### src/rtl/vul16_pkg.sv
// Shared widths and types for the VUL16 core.
package vul16_pkg;

  localparam int INST_W = 16;
  localparam int ADDR_W = 16;
  localparam int MEM_READ_LATENCY = 1;

  typedef struct packed {
    logic [ADDR_W-1:0] pc;
    logic [INST_W-1:0] inst;
  } fetch_entry_t;

endpackage

### src/rtl/fetch_queue.sv
// Small synchronous FIFO holding fetched {pc, inst} pairs; entry 0 is the head.
module fetch_queue
  import vul16_pkg::*;
#(
  parameter int DEPTH = 2
) (
  input  logic         clock,
  input  logic         reset,
  input  logic         push,
  input  fetch_entry_t push_data,
  input  logic         pop,
  input  logic         flush,
  output fetch_entry_t head,
  output logic [1:0]   count
);

  fetch_entry_t entries_reg  [DEPTH];
  fetch_entry_t entries_next [DEPTH];
  logic [1:0]   count_reg;
  logic [1:0]   count_next;
  logic         do_pop;
  logic [1:0]   wr_idx;

  assign do_pop = pop && (count_reg != 2'd0);
  // A push lands behind whatever survives this cycle's pop.
  assign wr_idx = count_reg - {1'b0, do_pop};

  always_comb begin
    for (int i = 0; i < DEPTH; i++) begin
      entries_next[i] = entries_reg[i];
    end
    count_next = count_reg;
    if (flush) begin
      count_next = 2'd0;
    end else begin
      if (do_pop) begin
        for (int i = 0; i < DEPTH - 1; i++) begin
          entries_next[i] = entries_reg[i+1];
        end
      end
      if (push) begin
        for (int i = 0; i < DEPTH; i++) begin
          if (wr_idx == 2'(i)) begin
            entries_next[i] = push_data;
          end
        end
      end
      count_next = count_reg + {1'b0, push} - {1'b0, do_pop};
    end
  end

  always_ff @(posedge clock) begin
    if (reset) begin
      for (int i = 0; i < DEPTH; i++) begin
        entries_reg[i] <= '0;
      end
      count_reg <= 2'd0;
    end else begin
      for (int i = 0; i < DEPTH; i++) begin
        entries_reg[i] <= entries_next[i];
      end
      count_reg <= count_next;
    end
  end

  assign head  = entries_reg[0];
  assign count = count_reg;

endmodule

### src/rtl/fetch_unit.sv
// VUL16 instruction fetch: PC generation, one outstanding memory read,
// a 2-entry output queue to decode and redirect handling.
module fetch_unit
  import vul16_pkg::*;
#(
  parameter logic [15:0] RESET_PC    = 16'h0000,
  parameter int          QUEUE_DEPTH = 2
) (
  input  logic              clock,
  input  logic              reset,
  output logic [ADDR_W-1:0] inst_addr,
  input  logic [INST_W-1:0] inst_in,
  input  logic              redirect_valid,
  input  logic [ADDR_W-1:0] redirect_pc,
  output logic              out_valid,
  input  logic              out_ready,
  output logic [INST_W-1:0] out_inst,
  output logic [ADDR_W-1:0] out_pc
);

  localparam logic [ADDR_W-1:0] START_PC = RESET_PC & 16'hFFFE;
  localparam logic [2:0]        DEPTH_L  = 3'(QUEUE_DEPTH);

  logic [ADDR_W-1:0] fetch_pc_reg, fetch_pc_next;
  logic              inflight_valid_reg, inflight_valid_next;
  logic [ADDR_W-1:0] inflight_pc_reg, inflight_pc_next;

  logic              pop;
  logic              push;
  logic              issue;
  logic [2:0]        occupancy;
  logic [1:0]        queue_count;
  logic [ADDR_W-1:0] redirect_target;
  fetch_entry_t      push_data;
  fetch_entry_t      head;

  assign out_valid       = (queue_count != 2'd0);
  assign pop             = out_valid && out_ready;
  assign redirect_target = redirect_pc & 16'hFFFE;

  // Count the in-flight read as already occupying a slot so its return never overflows.
  assign occupancy = {1'b0, queue_count} + {2'b00, inflight_valid_reg} - {2'b00, pop};
  assign issue     = !redirect_valid && (occupancy < DEPTH_L);
  assign push      = inflight_valid_reg && !redirect_valid;
  assign push_data = '{pc: inflight_pc_reg, inst: inst_in};

  always_comb begin
    fetch_pc_next       = fetch_pc_reg;
    inflight_pc_next    = inflight_pc_reg;
    inflight_valid_next = issue;
    if (redirect_valid) begin
      fetch_pc_next = redirect_target;
    end else if (issue) begin
      inflight_pc_next = fetch_pc_reg;
      fetch_pc_next    = fetch_pc_reg + 16'd2;
    end
  end

  always_ff @(posedge clock) begin
    if (reset) begin
      fetch_pc_reg       <= START_PC;
      inflight_valid_reg <= 1'b0;
      inflight_pc_reg    <= '0;
    end else begin
      fetch_pc_reg       <= fetch_pc_next;
      inflight_valid_reg <= inflight_valid_next;
      inflight_pc_reg    <= inflight_pc_next;
    end
  end

  fetch_queue #(
    .DEPTH(QUEUE_DEPTH)
  ) u_queue (
    .clock    (clock),
    .reset    (reset),
    .push     (push),
    .push_data(push_data),
    .pop      (pop),
    .flush    (redirect_valid),
    .head     (head),
    .count    (queue_count)
  );

  assign inst_addr = fetch_pc_reg;
  assign out_inst  = head.inst;
  assign out_pc    = head.pc;

endmodule

### config.mk
export PLATFORM = sky130hd
export DESIGN_NAME = fetch_unit
export DESIGN_NICKNAME = d
export VERILOG_FILES = /design/src/rtl/vul16_pkg.sv /design/src/rtl/fetch_queue.sv /design/src/rtl/fetch_unit.sv
export SDC_FILE = /design/constraint.sdc
export NUM_CORES = 1
export LEC_CHECK = 0
export CORE_AREA = 3 3 124 126
export DETAILED_ROUTE_END_ITERATION = 8
export DIE_AREA = 0 0 127 129
export PLACE_DENSITY = 0.64
export SETUP_SLACK_MARGIN = 0.3
export SYNTH_ARGS = -nofsm -noshare
export SYNTH_HDL_FRONTEND = slang
export SYNTH_HIERARCHICAL = 1
export SYNTH_SLANG_ARGS = --single-unit
### constraint.sdc
create_clock -name clock -period 7.95 [get_ports clock]
set_input_delay 1.59 -clock clock [delete_from_list [all_inputs] [get_ports clock]]
set_output_delay 1.59 -clock clock [all_outputs]
set_load 0.1 [all_outputs]
== Word-level counts from Yosys, hierarchy flattened ==
Memory sizes are Yosys's and may differ from the RTL's.
Index checks and enable logic that the tools add are counted.
Operators by class
  $lt $le $gt $ge: 1
  add/subtract/negate cells: 6
  muxes and demuxes: 12
  bitwise logic cells: 3
  reductions and logical operators: 10
  equality and inequality tests: 1
Operators with widths (number)
  32-bit 2-to-1 mux: 5
  64-bit 2-to-1 mux: 2
  16-bit 2-to-1 mux: 2
  16-bit by 2-bit adder with 16-bit output (second input constant): 1
  1-bit logical AND: 4
  2-bit nonzero test: 2
  2-bit by 1-bit subtractor with 2-bit output: 2
  2-bit by 1-bit adder with 3-bit output: 1
  3-bit by 2-bit < comparator with 1-bit output (second input constant): 1
  1-bit 2-to-1 mux: 3
  3-bit by 1-bit subtractor with 3-bit output: 1
  2-bit by 1-bit adder with 2-bit output: 1
  2-bit by 1-bit equality test with 1-bit output (second input constant): 1
  2-bit zero test: 1
  1-bit bitwise OR: 2
  2-bit AND reduction: 1
  2-bit OR reduction: 1
  1-bit zero test: 1
  1-bit NOT: 1
Storage, ports and cells
  flip-flop bits (word level): 35
  output and inout bits: 49
  memories kept: 1
  memory bits (writable): 64
  word-level logic and storage cells: 39
  input bits: 36
Memory list
  u_queue.entries_reg: depth 2, width 32, read ports 2, clocked after Yosys merged registers in 0, write ports 2, RTL line fetch_queue.sv:17  | fetch_entry_t entries_reg [DEPTH];

== Depth between registers and ports, before layout ==
  depth after elaboration: 9
  mapped depth: 11

== Cells and area by module ==
Netlist, hierarchy kept.
By module, submodules not included
  fetch_queue: instances 1, area an instance 3487.1 µm², cells each 380, seq. area each 1321.3 µm²
  fetch_unit: instances 1, area an instance 1493.9 µm², cells each 182, seq. area each 620.6 µm²

== Least setup slack after synthesis ==
OpenSTA, ideal clock, no wires.
  path type: input-to-reg
  start: input port out_ready
  end: register inflight_pc_reg[6]
  path buffers: 2
  slack: 4035 ps
  stages on the path: 10
  library setup time: 70 ps
  arrival: 3844 ps
  required time: 7880 ps
  path through: and2_1 -> ha_1 -> nand2b_1 -> fa_1 -> buf_2 -> inv_1 -> nor3_1 -> buf_2 -> nand2_1 -> a21oi_1
On the way
  word-level cells in the longest chain between the ends: 5
RTL lines
  start, declared: RTL line fetch_unit.sv:16  | input logic out_ready,
  1-bit logical AND: RTL line fetch_unit.sv:38  | assign pop = out_valid && out_ready;
  3-bit by 1-bit subtractor with 3-bit output: RTL line fetch_unit.sv:42  | assign occupancy = {1'b0, queue_count} + {2'b00, inflight_valid_reg} - {2'b00, pop};
  3-bit by 2-bit < comparator with 1-bit output: RTL line fetch_unit.sv:43  | assign issue = !redirect_valid && (occupancy < DEPTH_L);
  1-bit logical AND: RTL line fetch_unit.sv:43
  2-bit AND reduction (no source line)
  end signal, assigned: RTL line fetch_unit.sv:67  | inflight_pc_reg <= inflight_pc_next;
  end, declared: RTL line fetch_unit.sv:26  | logic [ADDR_W-1:0] inflight_pc_reg, inflight_pc_next;
Every way passes these cells.
A chain may end at the register's enable or synchronous reset.

==> results by group <==
Yosys
  • Synth Warn #: 6
  • Sequential-to-total area share from yosys stat: 0.390
  • Async set or reset register ratio after synthesis: 0
  • Register bit total from synthesis: 97
  • Syn Inst Count: 562
  • Mean Syn Cell Area: 8.86 um2
  • Synth top area share: 0.390
  • Top cells by count, synth: 100 x nand2_1, 97 x dfxtp_1, 49 x a21oi_1
  • Post-synthesis cell area: 4980 um2
  • Area leader, netlist: dfxtp_1
  • Post-synth EDFFs: 0
  • Most used DFF post-synth: dfxtp_1
  • Most frequent cell after synthesis: nand2_1
  • Top post-synthesis cells by area: dfxtp_1 39%, a211oi_2 7.5%, nand2_1 7.5%, a2111o_1 7.2%, o31ai_1 5.1%
  • Synth cell types: 51

Hold path
  • WHS Path Cells: 2
  • Worst hold endpoint: u_queue/entries_reg[0][62]
  • Min-delay src: u_queue/entries_reg[0][62]
  • Hold Path Class: register to register

Timing
  • Worst slew margin: 0.219
  • Final period util: 0.585
  • Slew @ Worst Pin: 1.17 ns
  • Pins Over Slew Limit: 0
  • Final Skew: 0.0109 ns
  • RSZ-0062 raised after global routing: no
  • Setup violators final: 0
  • Hold Fails Final Rpt: 0
  • Max Freq: 0.215 GHz
  • Setup TNS: 0 ns
  • Tmin final: 4.65 ns

CTS
  • CTS Buf Count: 9
  • Clk buf depth: 2
  • Clock insertion delay at the later pin of the skew report: 0.35 ns
  • Clock transition at path regs: 0.07 ns
  • Clk sinks: 97
  • CTS root buf: clkbuf_16
  • Post-CTS setup buffer count: 0
  • H-tree depth: 3
  • CTS tree: done
  • Hold_buf cts: 0
  • Post-CTS Resized: 0

Route
  • Starting DRT DRC Count: 289
  • ANT nets after route: 0
  • WL/cell: 16.0 um
  • Remaining DRCs: 0
  • Vias after detailed routing: 4,095
  • Via-to-Cell Ratio: around 5.3
  • WL final: 12,300 um
  • DRT Pass-1 Iters: 5

Finish
  • Reg area: 1940 um2
  • Synth-to-layout area growth: 19.1%
  • Share of cells above drive strength 1: 0.166
  • Multi-input logic area: 2540 um2
  • Number of filler cells placed in the layout: 1,458
  • Final non-filler cell total: 770
  • Max FFs per register: 64
  • Final net count: 621
  • Diode count: 0

Worst setup path
  • Crit path required time: 8.12 ns
  • RR Endpoint: inflight_pc_reg[5]
  • Max stage delay cell, worst path: clkdlybuf4s50_1
  • R2R cell count: 9
  • CP Launch Point: redirect_valid
  • Crit. End Element: register
  • Worst setup SP type: input pin
  • Critical path, cell by cell: clkdlybuf4s50_1 > nor2b_1 > inv_1 > a21oi_2 > buf_4 > o31ai_1 > a211oi_2
  • Crit path arrival time: 4.82 ns
  • Reg2reg setup slack: ~4.2 ns
  • Crit-path max FO: 33
  • Slowest Stage Delay on Critical Path: 0.88 ns
  • Worst reg2reg startpoint: u_queue/count[1]
  • CP Class: input pin to register

Floorplanning
  • Total core area: roughly 14,000 um2
  • Starting Density: 0.345
  • Rows: 44
  • Die Ht: 129 um
  • Io pins: 85
  • Die Span X: about 130 um
  • Die ar.: 16,400 um2

GRT
  • Initial antenna violation count: 0
  • Largest net degree at the start of global routing: 98
  • Vias in the first global route: 4,040
  • Tot GR Track Use: 0.155
  • GR Overflow Total: 0
  • First-pass GRT wire length: 20,800 um

Placed design
  • Hpwl dp: 7650 um
  • Placed Cells: 754
  • GP Congestion: 0.777
  • Number of port buffers: 82

Run status
  • Status: complete, no violations

Pwr
  • Leak: 1.88 nW
  • Power density over the cells: 203 nW/um2
  • VDD IR-drop max: ~110 uV

Run
  • Max_cap viols: 0
[cells in the final DEF (no fill, tap or decap), types with 4 or more instances in the layout]
cell type        Yosys  layout
a311oi_1             5       5
inv_1                5       5
nand2_1            100     100
a211oi_1            10      10
nor2_1              15      15
a211oi_2            30      30
buf_4               33       7
xor2_1               7       7
nor3_1               6       6
a2111o_1            32      32
a21oi_1             49      49
o21ai_0              4       4
clkdlybuf4s50_1      0      81
clkbuf_16            0       9
o31ai_1             34      34
nor2_2              30      30
dfxtp_1             97      96
nand3_1             12      12
[final cells by class]
class                   instances  area share
inverters                       7     0.00443
multi-input cells             378       0.428
clock inverters                 6      0.0154
flip-flops and latches         97       0.327
clock buffers                  10      0.0403
well taps                     184      0.0388
repair buffers                 88       0.145
[stage by stage]
step | total power, mW | worst slack, ns | hold WS, ns | instance area, um2 | utilization
floorplan | 0.686 | 4.04 | 0.436 | 4990 | -
global placement | 0.734 | 3.07 | 0.441 | 5600 | 0.389
detailed placement | 0.737 | 2.95 | 0.446 | 5600 | 0.389
CTS | 1.21 | 3.33 | 0.456 | 5930 | 0.411
global route | 1.25 | 3.06 | 0.472 | 5930 | 0.411
finish | 1.20 | 3.30 | 0.455 | 5930 | 0.411
[critical path: cells and delay by family]
| kind | cells | cell delay [ns] |
|---|---|---|
| AO/OA/AOI/OAI | 3 | 0.90 |
| buffers and inverters | 3 | 2.11 |
| AND/OR/NAND/NOR | 1 | 0.20 |
[how the worst max path moves through the flow]
stage	end	slack, ns	cells past startpoint
floorplan	inflight_pc_reg[6]	4.04	10
global placement	u_queue/entries_reg[0][30]	3.07	7
detailed placement	u_queue/entries_reg[0][30]	2.95	7
CTS	u_queue/entries_reg[0][30]	3.33	7
global route	u_queue/entries_reg[0][30]	3.06	7
finish	u_queue/entries_reg[0][30]	3.30	7
[report_power, final]
part / internal (mW) / switching [mW]
clock: 0.285 / 0.193
combinational: 0.0600 / 0.145
sequential: 0.502 / 0.0185
[cells by family after synthesis]
| group | synth area share |
|---|---|
| fa+ha+maj | 0.0116 |
| compound gates | 0.291 |
| other cells | 0.000753 |
| xor+xnor | 0.0191 |
| simple gates | 0.182 |
| buf+inv | 0.101 |
| mux | 0.00402 |
| flops | 0.390 |
[routing by layer]
layer | global-route usage | vias up | routed length [um]
met2 | 0.230 | 126 | 5400
li1 | - | 2045 | -
met3 | 0.0336 | 8 | 712
met5 | 0 | - | 0
met1 | 0.218 | 1916 | 6060
met4 | 0.0612 | 0 | 123
No activity file was read; power rests on OpenSTA's default activity.
